===== src/rtl/imem_boot_arbiter.sv =====
// Boot loader / arbiter for a single-port instruction memory: streams an image in, then hands the port to fetch.
// Optional build macro IMEM_BOOT_CHECKSUM_EN adds an expected-sum check on the final beat.
module imem_boot_arbiter #(
  parameter int DW      = 32,
  parameter int AW      = 6,
  parameter int RUN_DLY = 2
) (
  input  logic          clk,
  input  logic          res,
  input  logic          boot_start,
  input  logic          host_valid,
  output logic          host_ready,
  input  logic [DW-1:0] host_data,
  input  logic          host_last,
  input  logic [AW-1:0] fetch_adr,
  output logic [DW-1:0] fetch_data,
  output logic          mem_we,
  output logic [AW-1:0] mem_adr,
  output logic [DW-1:0] mem_wdata,
  input  logic [DW-1:0] mem_rdata,
  output logic          core_run,
  output logic          boot_done,
  output logic          boot_err,
  output logic [AW:0]   words_loaded
`ifdef IMEM_BOOT_CHECKSUM_EN
  ,
  input  logic [DW-1:0] exp_sum,
  output logic [DW-1:0] load_sum
`endif
);

  localparam logic [2:0] S_IDLE  = 3'd0;
  localparam logic [2:0] S_LOAD  = 3'd1;
  localparam logic [2:0] S_DRAIN = 3'd2;
  localparam logic [2:0] S_RUN   = 3'd3;
  localparam logic [2:0] S_ERR   = 3'd4;

  localparam logic [AW-1:0] PTR_MAX = '1;
  localparam logic [AW:0]   WL_MAX  = {1'b1, {AW{1'b0}}};

  logic [2:0]    state;
  logic [AW-1:0] wr_ptr;
  logic [AW:0]   wl;
  logic [3:0]    dly;
  logic          accept;
  logic          sum_ok;

  // A restart request in LOAD beats a simultaneous beat: that word is dropped.
  assign accept = (state == S_LOAD) && host_valid && !boot_start;

`ifdef IMEM_BOOT_CHECKSUM_EN
  logic [DW-1:0] sum;
  assign sum_ok   = ((sum + host_data) == exp_sum);
  assign load_sum = sum;
`else
  assign sum_ok = 1'b1;
`endif

  // NOTE: sequential state uses non-blocking assignments so every register samples pre-edge values.
  always_ff @(posedge clk) begin
    if (res) begin
      state  <= S_IDLE;
      wr_ptr <= '0;
      wl     <= '0;
      dly    <= '0;
`ifdef IMEM_BOOT_CHECKSUM_EN
      sum    <= '0;
`endif
    end else begin
      case (state)
        S_IDLE, S_RUN, S_ERR, S_LOAD: begin
          if (boot_start) begin
            state  <= S_LOAD;
            wr_ptr <= '0;
            wl     <= '0;
`ifdef IMEM_BOOT_CHECKSUM_EN
            sum    <= '0;
`endif
          end else if (accept) begin
            wr_ptr <= wr_ptr + 1'b1;
            if (wl != WL_MAX) wl <= wl + 1'b1;
`ifdef IMEM_BOOT_CHECKSUM_EN
            sum    <= sum + host_data;
`endif
            if (host_last) begin
              state <= sum_ok ? S_DRAIN : S_ERR;
              dly   <= 4'(RUN_DLY);
            end else if (wr_ptr == PTR_MAX) begin
              state <= S_ERR;
            end
          end
        end
        S_DRAIN: begin
          dly <= dly - 4'd1;
          if (dly == 4'd1) state <= S_RUN;
        end
        default: state <= S_IDLE;
      endcase
    end
  end

  // Port ownership is decided purely by state: fetch owns the address only in RUN.
  assign host_ready   = (state == S_LOAD);
  assign mem_we       = accept;
  assign mem_adr      = (state == S_RUN) ? fetch_adr : wr_ptr;
  assign mem_wdata    = host_data;
  assign fetch_data   = (state == S_RUN) ? mem_rdata : '0;
  assign core_run     = (state == S_RUN);
  assign boot_done    = (state == S_RUN);
  assign boot_err     = (state == S_ERR);
  assign words_loaded = wl;

endmodule


===== config.mk =====
export PLATFORM = sky130hd
export DESIGN_NAME = imem_boot_arbiter
export DESIGN_NICKNAME = d
export VERILOG_FILES = /design/src/rtl/imem_boot_arbiter.sv
export SDC_FILE = /design/constraint.sdc
export NUM_CORES = 1
export LEC_CHECK = 0
export CAP_MARGIN = 20
export CORE_ASPECT_RATIO = 0.6
export CORE_MARGIN = 2
export CORE_UTILIZATION = 33
export CTS_CLUSTER_SIZE = 14
export DETAILED_ROUTE_END_ITERATION = 7
export HOLD_SLACK_MARGIN = 0.12
export PLACE_DENSITY = 0.87
export SLEW_MARGIN = 20
export SYNTH_ARGS = -nofsm -noshare
export SYNTH_HDL_FRONTEND = slang
export SYNTH_SLANG_ARGS = --single-unit

===== constraint.sdc =====
create_clock -name clk -period 2.67 [get_ports clk]
set_input_delay 0.267 -clock clk [delete_from_list [all_inputs] [get_ports clk]]
set_output_delay 0.267 -clock clk [all_outputs]
set_load 0.005 [all_outputs]

==> flow_summary.toml <==
[logic_synthesis]
yosysWarningCount = 0
synth_compound_area_share_pct = 12.9
syn_area_sq_mm = 0.00167
synthXorXnorAreaFrac_pct = 3.68
post-synth-top-area-cell = "dfxtp_1"
synth_top_area_share_pct = 24.0
synthCells = 212
synthDistinctLibCells = 42
synth_area_per_cell_sq_um = 7.86
synth_adder_area_share_pct = 3.75
yosys-top-cells-area = "dfxtp_1 24%, buf_4 15%, and2_1 12%"
synth-seq-area-share_pct = 24.0
synthMuxAreaShare_pct = 5.56
synth_top_family_by_area = "simple AND/OR/NAND/NOR gates"
synthSimpleGateAreaFrac_pct = 30.6
synth-seq-cells = 20
synth_fp_nets = 292

[die]
initial_utilization_pct = 35.4
io_pins = 157
coreArea_sq_mm = 0.00471
rows = 19
die_y_um = 59.0
die-width_um = 95.7
die_area_sq_mm = 0.00565

[cells_and_area]
final_cell_mix = "92 x clkdlybuf4s50_1, 33 x and2_1, 21 x nor2_1"
mostFrequentLayoutCell = "clkdlybuf4s50_1"
area_delta_synth_final_pct = 45.0
num_antenna_cells = 0
final_nets = 347
fillers = 434
drive_above_1_share_pct = 5.66

[power_and_ir_drop]
power.total_mw = 0.659
vdd_ir_drop_max_mv = 0.140
power_leakage_nw = 0.862
pwr_density_cell_mw_per_mm2 = 273

[timing]
finalHoldViolations = 0
finalSetupViolations = 0
post-route-period-util_pct = 90.9
relSlewSlack_pct = 50.6
fin_skew_ns = 0.00541
fin_setup_tns_ns = 0
clock.fmax_mhz = 412
period_needed_ns = 2.43
finalWorstSetupSlack_ns = 0.243
report.final.slew_viol_count = 0
worst_pin_slew_ns = 0.739
rsz0062_at_grt = "no"

[worst_setup_path]
critPathLaunchType = "flop"
cp_max_fo = 40
r2r_start = "state[0]"
regToRegSetupSlack_ns = 0.69
arrival_ns = 2.16
ff2ff_path_depth = 5
required_ns = 2.40
worst_setup_path_end_kind = "output port"
crit_type = "reg -> out"
r2r-end = "words_loaded[1]"

[placed_design]
gp_congestion = 0.919
io_buffers = 92
dp_slack_ns = 0.506
hpwl_um = 3520

[drt]
wl_per_cell_um = 13.4
drt_iter0_markers = 71
ant_nets = 0
viasPerCell = 4.72
num_vias = 1549
drc = 0
drt-total-wl_um = 4380
firstDrtPassIters = 4

[hold_path]
hold_depth = 1
hp-start = "dly[3]"
hold_class = "reg -> reg"
hold_end = "dly[3]"

[cts]
ctsHtreeMaxLevel = 1
cts_hold_buffers = 0
cts_resized = 0
clk_pin_slew_worst_paths_ns = 0.07
cts_max_path_buffers = 2
cts_setup_buffers = 0
cts.sink_count = 20
cts_tree = "yes"
clk_latency_ns = 0.26
root_buffer = "clkbuf_8"
numCtsBuffers = 3

[global_routing]
grt_max_degree = 41
grt_use_total_pct = 15.2
grt_remaining_overflow = 0
grt_pass1_vias = 1378
grt_pass1_wl_um = 6780
grt_antenna_before_repair = 0

[flow_run]
drv_cap = 0

[outcome]
status = "complete, no violations"
[report_power, final]
group | switching [mW] | total (mW) | leakage [nW] | internal [mW]
clock network | 0.0989 | 0.199 | 0.0216 | 0.101
logic | 0.0497 | 0.143 | 0.678 | 0.0937
registers | 0.0121 | 0.317 | 0.162 | 0.305
[layout make-up]
type / instances / area [sq um] / share of cell area (%)
clock buffers: 3 / 41.3 / 1.71
inverters: 7 / 26.3 / 1.09
multi-input cells: 142 / 941 / 38.9
flip-flops and latches: 20 / 400 / 16.6
well taps: 63 / 78.8 / 3.26
repair buffers: 93 / 928 / 38.4
[through the flow]
| step | util [%] | area (sq um) | hold slack (ns) | instances |
|---|---|---|---|---|
| finish | 51.3 | 2420 | 0.484 | 328 |
| global route | 51.3 | 2420 | 0.523 | 328 |
| CTS | 51.3 | 2420 | 0.493 | 328 |
| detailed placement | 50.5 | 2370 | 0.481 | 325 |
| global placement | 50.5 | 2370 | 0.467 | 325 |
| floorplan | - | 1670 | 0.450 | 212 |
[state kept, by name, indices dropped and copies added (netlist names)]
| name | count |
|---|---|
| dly | 4 |
| state | 3 |
| words_loaded | 7 |
| wr_ptr | 6 |
[kinds of logic after synthesis]
group	count (synthesis)
simple gates	91
mux	8
buf+inv	50
compound gates	31
flops	20
fa+ha+maj	5
xor+xnor	7
[synth_stat cells]
cell,count
clkbuf_1,6
and3_1,1
nand4_1,1
nor2_1,21
a221oi_1,1
nand3_1,6
a211oi_1,2
nand4bb_1,1
and4bb_2,1
a211oi_2,1
nand2_1,3
a41oi_1,1
a22oi_1,2
a21bo_2,1
mux2_4,1
o311a_1,1
xor2_1,1
dfxtp_1,20
mux2_2,6
a311oi_1,1
ha_1,5
a22o_1,1
o21ai_0,5
or3_1,3
buf_2,2
nor2b_1,6
inv_1,7
a21oi_1,11
xnor2_1,6
o22ai_1,1
nand2b_1,2
o21bai_1,1
and3b_1,1
mux2i_1,1
and2_1,33
a2111oi_0,1
buf_4,34
nand4b_1,1
o21a_4,1
nor3b_1,2
nor3_1,9
buf_6,1
[routing by layer]
| layer | GRT usage (%) | part of all wire, % |
|---|---|---|
| met5 | 0 | 0 |
| met4 | 2.45 | 0.43 |
| met1 | 19.7 | 44 |
| met3 | 6.11 | 11 |
| met2 | 24.7 | 45 |
[worst max path at each step]
stage | slack (ns) | cells after the start | end | from
6_report | 0.24 | 4 | mem_adr[5] | state[0]
5_1_grt | 0.1 | 4 | mem_adr[5] | state[0]
4_1_cts | 0.23 | 4 | mem_adr[3] | state[0]
3_5_place_dp | 0.51 | 6 | words_loaded[1] | boot_start
3_3_place_gp | 0.56 | 4 | mem_adr[2] | state[0]
2_1_floorplan | 1.11 | 6 | words_loaded[1] | state[1]
[worst max-delay path: stages, from the launching register on]
cell             delay (ns)
dfxtp_1                0.57
and3b_1                0.22
buf_4                  0.29
mux2_2                 0.37
clkdlybuf4s50_1        0.45
(Power assumes the default switching activity.)
